**src/rtl/trojan_pkg.sv**
```systemverilog
// Shared types and payload arithmetic for the sequence-triggered trojan benchmark.
// The payload helper works on a fixed maximum width; callers zero-extend and truncate.
package trojan_pkg;

    typedef enum logic [1:0] {
        IDLE  = 2'd0,
        ARMED = 2'd1,
        FIRE  = 2'd2
    } state_t;

    localparam int PM_ADD  = 0;
    localparam int PM_XOR  = 1;
    localparam int PM_ZERO = 2;

    localparam int MAX_W = 64;

    // Truncating the 64-bit sum back to the datapath width gives the mod-2^DATA_W wrap.
    function automatic logic [MAX_W-1:0] payload_f(
        input int               mode,
        input logic [MAX_W-1:0] k,
        input logic [MAX_W-1:0] d
    );
        logic [MAX_W-1:0] r;
        case (mode)
            PM_ADD:  r = d + k;
            PM_XOR:  r = d ^ k;
            PM_ZERO: r = '0;
            default: r = d;
        endcase
        return r;
    endfunction

endpackage

```
**src/rtl/trojan_trigger_fsm.sv**
```systemverilog
// Two-stage trigger: beat counter arms, then SEQ_LEN consecutive PATTERN beats fire
// for PAYLOAD_CYCLES valid beats. Every counter and the state freeze on idle cycles.
module trojan_trigger_fsm
    import trojan_pkg::*;
#(
    parameter int                DATA_W         = 16,
    parameter int                CNT_W          = 8,
    parameter int                TRIG_COUNT     = 255,
    parameter logic [DATA_W-1:0] PATTERN        = 16'hA5A5,
    parameter int                SEQ_LEN        = 2,
    parameter int                ARM_TIMEOUT    = 16,
    parameter int                PAYLOAD_CYCLES = 3
) (
    input  logic              clk,
    input  logic              rst,
    input  logic              in_valid,
    input  logic [DATA_W-1:0] data_in,
    output logic              fire,
    output state_t            state
);

    localparam int AW = $clog2(ARM_TIMEOUT + 1);
    localparam int MW = 4;
    localparam int FW = (PAYLOAD_CYCLES > 1) ? $clog2(PAYLOAD_CYCLES + 1) : 1;

    logic [CNT_W-1:0] cnt;
    logic [MW-1:0]    match_cnt;
    logic [AW-1:0]    arm_cnt;
    logic [FW-1:0]    fire_cnt;

    logic [MW-1:0]    match_nxt;
    logic [AW-1:0]    arm_nxt;
    logic             seq_done;
    logic             timed_out;
    logic             fire_last;

    always_comb begin
        arm_nxt   = arm_cnt + 1'b1;
        match_nxt = (data_in == PATTERN) ? match_cnt + 1'b1 : '0;
        seq_done  = (match_nxt == MW'(SEQ_LEN));
        timed_out = (arm_nxt == AW'(ARM_TIMEOUT));
        fire_last = (fire_cnt == FW'(PAYLOAD_CYCLES - 1));
    end

    // Match completion takes priority over timeout on the same beat.
    always_ff @(posedge clk) begin
        if (rst) begin
            state     <= IDLE;
            fire      <= 1'b0;
            cnt       <= '0;
            match_cnt <= '0;
            arm_cnt   <= '0;
            fire_cnt  <= '0;
        end else if (in_valid) begin
            case (state)
                IDLE: begin
                    cnt <= cnt + 1'b1;
                    if (cnt == CNT_W'(TRIG_COUNT)) begin
                        state     <= ARMED;
                        match_cnt <= '0;
                        arm_cnt   <= '0;
                    end
                end
                ARMED: begin
                    arm_cnt   <= arm_nxt;
                    match_cnt <= match_nxt;
                    if (seq_done) begin
                        state    <= FIRE;
                        fire     <= 1'b1;
                        fire_cnt <= '0;
                    end else if (timed_out) begin
                        state <= IDLE;
                        cnt   <= '0;
                    end
                end
                FIRE: begin
                    fire_cnt <= fire_cnt + 1'b1;
                    if (fire_last) begin
                        state <= IDLE;
                        fire  <= 1'b0;
                        cnt   <= '0;
                    end
                end
                default: begin
                    state <= IDLE;
                    fire  <= 1'b0;
                    cnt   <= '0;
                end
            endcase
        end
    end

endmodule

```
**src/rtl/trojan_seq_trigger.sv**
```systemverilog
// Inline valid-qualified datapath with 1-cycle latency; beats accepted while the
// trigger is in FIRE are replaced by the configured payload.
module trojan_seq_trigger
    import trojan_pkg::*;
#(
    parameter int                DATA_W         = 16,
    parameter int                CNT_W          = 8,
    parameter int                TRIG_COUNT     = 255,
    parameter logic [DATA_W-1:0] PATTERN        = 16'hA5A5,
    parameter int                SEQ_LEN        = 2,
    parameter int                ARM_TIMEOUT    = 16,
    parameter int                PAYLOAD_MODE   = 0,
    parameter logic [DATA_W-1:0] PAYLOAD_CONST  = 16'h0002,
    parameter int                PAYLOAD_CYCLES = 3
) (
    input  logic              clk,
    input  logic              rst,
    input  logic              in_valid,
    input  logic [DATA_W-1:0] data_in,
    output logic              out_valid,
    output logic [DATA_W-1:0] data_out,
    output logic              trig_active
);

    state_t            state;
    logic              fire;
    logic [DATA_W-1:0] corrupted;

    trojan_trigger_fsm #(
        .DATA_W         (DATA_W),
        .CNT_W          (CNT_W),
        .TRIG_COUNT     (TRIG_COUNT),
        .PATTERN        (PATTERN),
        .SEQ_LEN        (SEQ_LEN),
        .ARM_TIMEOUT    (ARM_TIMEOUT),
        .PAYLOAD_CYCLES (PAYLOAD_CYCLES)
    ) u_fsm (
        .clk      (clk),
        .rst      (rst),
        .in_valid (in_valid),
        .data_in  (data_in),
        .fire     (fire),
        .state    (state)
    );

    assign corrupted   = DATA_W'(payload_f(PAYLOAD_MODE, MAX_W'(PAYLOAD_CONST), MAX_W'(data_in)));
    assign trig_active = fire;

    always_ff @(posedge clk) begin
        if (rst) begin
            out_valid <= 1'b0;
            data_out  <= '0;
        end else begin
            out_valid <= in_valid;
            if (in_valid)
                data_out <= (state == FIRE) ? corrupted : data_in;
        end
    end

endmodule

```
**config.mk**
```make
export PLATFORM = sky130hd
export DESIGN_NAME = trojan_seq_trigger
export DESIGN_NICKNAME = d
export VERILOG_FILES = /design/src/rtl/trojan_pkg.sv /design/src/rtl/trojan_trigger_fsm.sv /design/src/rtl/trojan_seq_trigger.sv
export SDC_FILE = /design/constraint.sdc
export NUM_CORES = 1
export LEC_CHECK = 0
export BUFFER_PORTS_ARGS = -buffer_cell sky130_fd_sc_hd__buf_2
export CORE_ASPECT_RATIO = 0.5
export CORE_MARGIN = 2
export CORE_UTILIZATION = 55
export CTS_BUF_LIST = sky130_fd_sc_hd__clkbuf_16
export DETAILED_ROUTE_END_ITERATION = 8
export PLACE_DENSITY = 0.84
export SETUP_SLACK_MARGIN = 0.5
export SLEW_MARGIN = 20
export SYNTH_ARGS = -nofsm -noshare
export SYNTH_HDL_FRONTEND = slang
export SYNTH_SLANG_ARGS = --single-unit
export TNS_END_PERCENT = 20
```
**constraint.sdc**
```tcl
create_clock -name clk -period 2.3 [get_ports clk]
set_input_delay 0.69 -clock clk [delete_from_list [all_inputs] [get_ports clk]]
set_output_delay 0.69 -clock clk [all_outputs]
set_load 0.05 [all_outputs]
```
==> impl_metrics.tcl <==
set metrics [dict create \
    status "completed" \
    wl_met3_microns 359 \
    wl_per_cell_microns 15.4 \
    synth_edf_count 0 \
    critPathLaunchType "input port" \
    track_usage_pct 22.2 \
    cts_buffer_depth 2 \
    crit_slowest_cell "nor4_4" \
    holdPathStages 2 \
    slew_viol_final 0 \
    synth.distinct_cells 52 \
    die_x_microns 91.9 \
    min_period_ps 1800 \
    dieArea_sq_um 4410 \
    finClkSkew_ps 2.60 \
    wl_met1_microns 2300 \
    ff2ff_path_depth 6 \
    tns_ps 0 \
    crit_buf_inv 1 \
    grt_pass1_wl_microns 7580 \
    die_h_microns 48.0 \
    maxSlewHeadroom_pct 67.7 \
    grt_pass1_vias 1730 \
    critical_path.cell_chain "buf_8 -> and4bb_2 -> nand4_4 -> nor4_4 -> nor2_4 -> a311oi_2" \
    irDropWorstVdd_mv 0.247 \
    cp_top_family "simple AND/OR/NAND/NOR gates" \
    syn_nets 274 \
    crit_type "in -> reg" \
    finalCritPeriodShare_pct 78.4 \
    whs_ps 482 \
    synth_flop_cell "dfxtp_1" \
    path_max_fanout 6 \
    rsz0062_at_grt "yes" \
    core_sq_um 3570 \
    tightest_slew_ps 485 \
    place_inst 328 \
    r2r-end "u_fsm.cnt[7]$_SDFFE_PP0P_" \
    grt_max_degree 28 \
    seq_area_frac_synth_pct 36.7 \
    num-nets-final 311 \
    final_cells 339 \
    drc 0 \
    cts.clk_slew.worst_paths_ps 60 \
    synth_top_cell_by_area "dfxtp_1" \
    p_leak_nw 0.951 \
    wl_met2_microns 2500 \
    final_hold_viol_count 0 \
    cts_buffers 5 \
    ys_warn_count 0 \
    r2r_slack_ps 540 \
    hold_end "data_out[10]$_SDFFE_PP0P_" \
    pwr_density_cell_nw_per_um2 619 \
    start_util_pct 59.6 \
    syn_inst 250 \
    io_pins 37 \
    clkLatencyLatePin_ps 280 \
    gp_congestion 0.834 \
    synth_area_leaders "dfxtp_1, nor2_1, a211oi_1" \
    critical_path_required_ps 2480 \
    drtIter0Drc 93 \
    grt_antenna_before_repair 0 \
    grt_overflow_total 0 \
    cts-root-buf "clkbuf_16" \
    routed_wl_microns 5230 \
    vias_per_cell 6.06 \
    numPortBuffers 36 \
    antenna_cells 0 \
    critPathArrivalTime_ps 1990 \
    syn_area_sq_um 2120 \
    cts_tree "done" \
    std_cell_rows 15 \
    fmax_ghz 0.554 \
    hold_class "reg -> reg" \
    avgSynthCellArea_sq_um 8.50 \
    area_growth_pct 21.1 \
    worstHoldStart "data_out[10]$_SDFFE_PP0P_" \
    path_depth 6 \
    rr_startpoint "u_fsm.match_cnt[1]$_SDFFE_PP0P_" \
    highest_layer "met4" \
    cts.sinks 39 \
    setup_viol 0 \
    ys_async_sr_fraction_pct 0 \
    yosys_register_bits 39 \
    antenna_left 0 \
    yosysTopAreaCellShare_pct 36.7 \
    cap_violations 0 \
    dr_total_vias 2054 \
    drt-pass1-iter-count 5 \
    layout-drive-gt1-share_pct 23.3 \
    cp-end-kind "flip-flop" \
    dp_hpwl_microns 3360 \
    critical-path-max-stage-delay_ps 360 \
    h-tree-depth 2 \
]
==> worst max-delay path by stage <==
| stage | slack [ps] | start | to |
|---|---|---|---|
| 5_1_grt | 400 | data_in[9] | u_fsm.cnt[5]$_SDFFE_PP0P_ |
| 6_report | 500 | data_in[12] | u_fsm.cnt[7]$_SDFFE_PP0P_ |
| 3_3_place_gp | 200 | data_in[3] | u_fsm.cnt[5]$_SDFFE_PP0P_ |
| 2_1_floorplan | 450 | data_in[3] | u_fsm.cnt[5]$_SDFFE_PP0P_ |
| 4_1_cts | 500 | data_in[4] | u_fsm.cnt[7]$_SDFFE_PP0P_ |
| 3_5_place_dp | 180 | data_in[3] | u_fsm.cnt[7]$_SDFFE_PP0P_ |
==> sequential cells by signal, indices dropped and copies added (netlist names) <==
signal,cells
u_fsm.fire,1
u_fsm.fire_cnt,2
u_fsm.cnt,8
u_fsm.arm_cnt,5
u_fsm.match_cnt,4
data_out,16
u_fsm.state,2
out_valid,1
==> per-layer routing <==
metal | up-vias | track usage, %
met5 | - | 0
li1 | 1004 | -
met1 | 972 | 25.8
met4 | 0 | 7.16
met2 | 69 | 42.4
met3 | 9 | 5.83
==> where the power goes <==
group,switching (mW),internal (mW),total [mW]
combinational,0.154,0.0730,0.227
clock,0.259,0.390,0.649
sequential,0.0144,0.702,0.716
==> Yosys cell counts (3+ instances only) <==
cell and number:
a211oi_1 14, a21oi_1 16, a31oi_1 4, and2_1 3
and4bb_2 3, clkbuf_1 6, dfxtp_1 39, ha_1 5
inv_1 6, nand2_1 13, nand2b_1 3, nand3_1 10
nand3b_1 3, nand4_1 5, nand4b_1 3, nor2_1 31
nor2b_1 3, nor3_1 9, nor3_2 3, o21ai_0 17
or3_1 5, xor2_1 10
==> cells by family (layout without fill, tap and decap cells) <==
logic type / Yosys count / count (layout) / synth area share, %
XOR/XNOR: 12 / 12 / 4.95
flip-flops: 39 / 39 / 36.7
multiplexers: 2 / 2 / 0.942
adder cells (fa/ha/maj): 5 / 5 / 2.94
AND/OR/NAND/NOR: 107 / 107 / 29.6
AO/OA/AOI/OAI: 67 / 67 / 20.5
buffers and inverters: 18 / 56 / 4.30
==> cell usage in the layout, fill, tap and decap left out, types with 2 or more instances in the layout <==
cell type,instances
nor3_1,8
a311oi_1,2
dfxtp_2,2
nand3b_1,3
nand4_1,5
ha_1,4
nor2_1,31
buf_6,6
a21oi_1,16
xor2_1,10
o21ai_0,17
a211oi_1,14
nor2b_1,3
a22oi_1,2
dfxtp_1,37
a311oi_2,2
clkinv_1,2
nand3_1,10
and4bb_2,3
buf_4,6
inv_1,7
nand2_1,13
xnor2_1,2
or3_1,5
a31oi_1,4
o32ai_1,2
nor3_4,2
and4bb_1,2
nand2b_1,2
clkbuf_16,5
mux2i_1,2
buf_2,29
nor3b_1,2
and2_1,3
nand4b_1,3
nor3_2,2
==> per-stage QoR <==
| step | setup slack (ps) | cell area [sq um] | util, % | power (mW) |
|---|---|---|---|---|
| finish | 496 | 2570 | 72.1 | 1.59 |
| global route | 405 | 2570 | 72.1 | 1.64 |
| CTS | 504 | 2490 | 69.9 | 1.58 |
| detailed placement | 176 | 2320 | 65.1 | 0.941 |
| global placement | 202 | 2320 | 65.1 | 0.936 |
| floorplan | 455 | 2120 | - | 0.877 |
==> worst reg2reg max path: cells and delay by family (launching register included) <==
kind,cells,cell delay [ps]
AND/OR/NAND/NOR,4,820
flip-flops,1,410
adder cells (fa/ha/maj),1,180
AO/OA/AOI/OAI,1,240
==> repair_timing <==
action                     4_1_cts  5_1_grt
gates resized for setup          7       18
pin swaps                        2        8
hold buffers                     0        0
setup endpoints to repair        8       20
cloned                           0        0
setup buffers                    0        3
==> layout make-up <==
type,count,area (sq um)
clock buffers,5,125
clock inverters,3,11.3
fillers,247,993
inverters,6,22.5
multi-input cells,193,1290
flip-flops and latches,39,783
well taps,51,63.8
repair buffers,42,273
No activity file was read; power rests on OpenSTA's default activity.
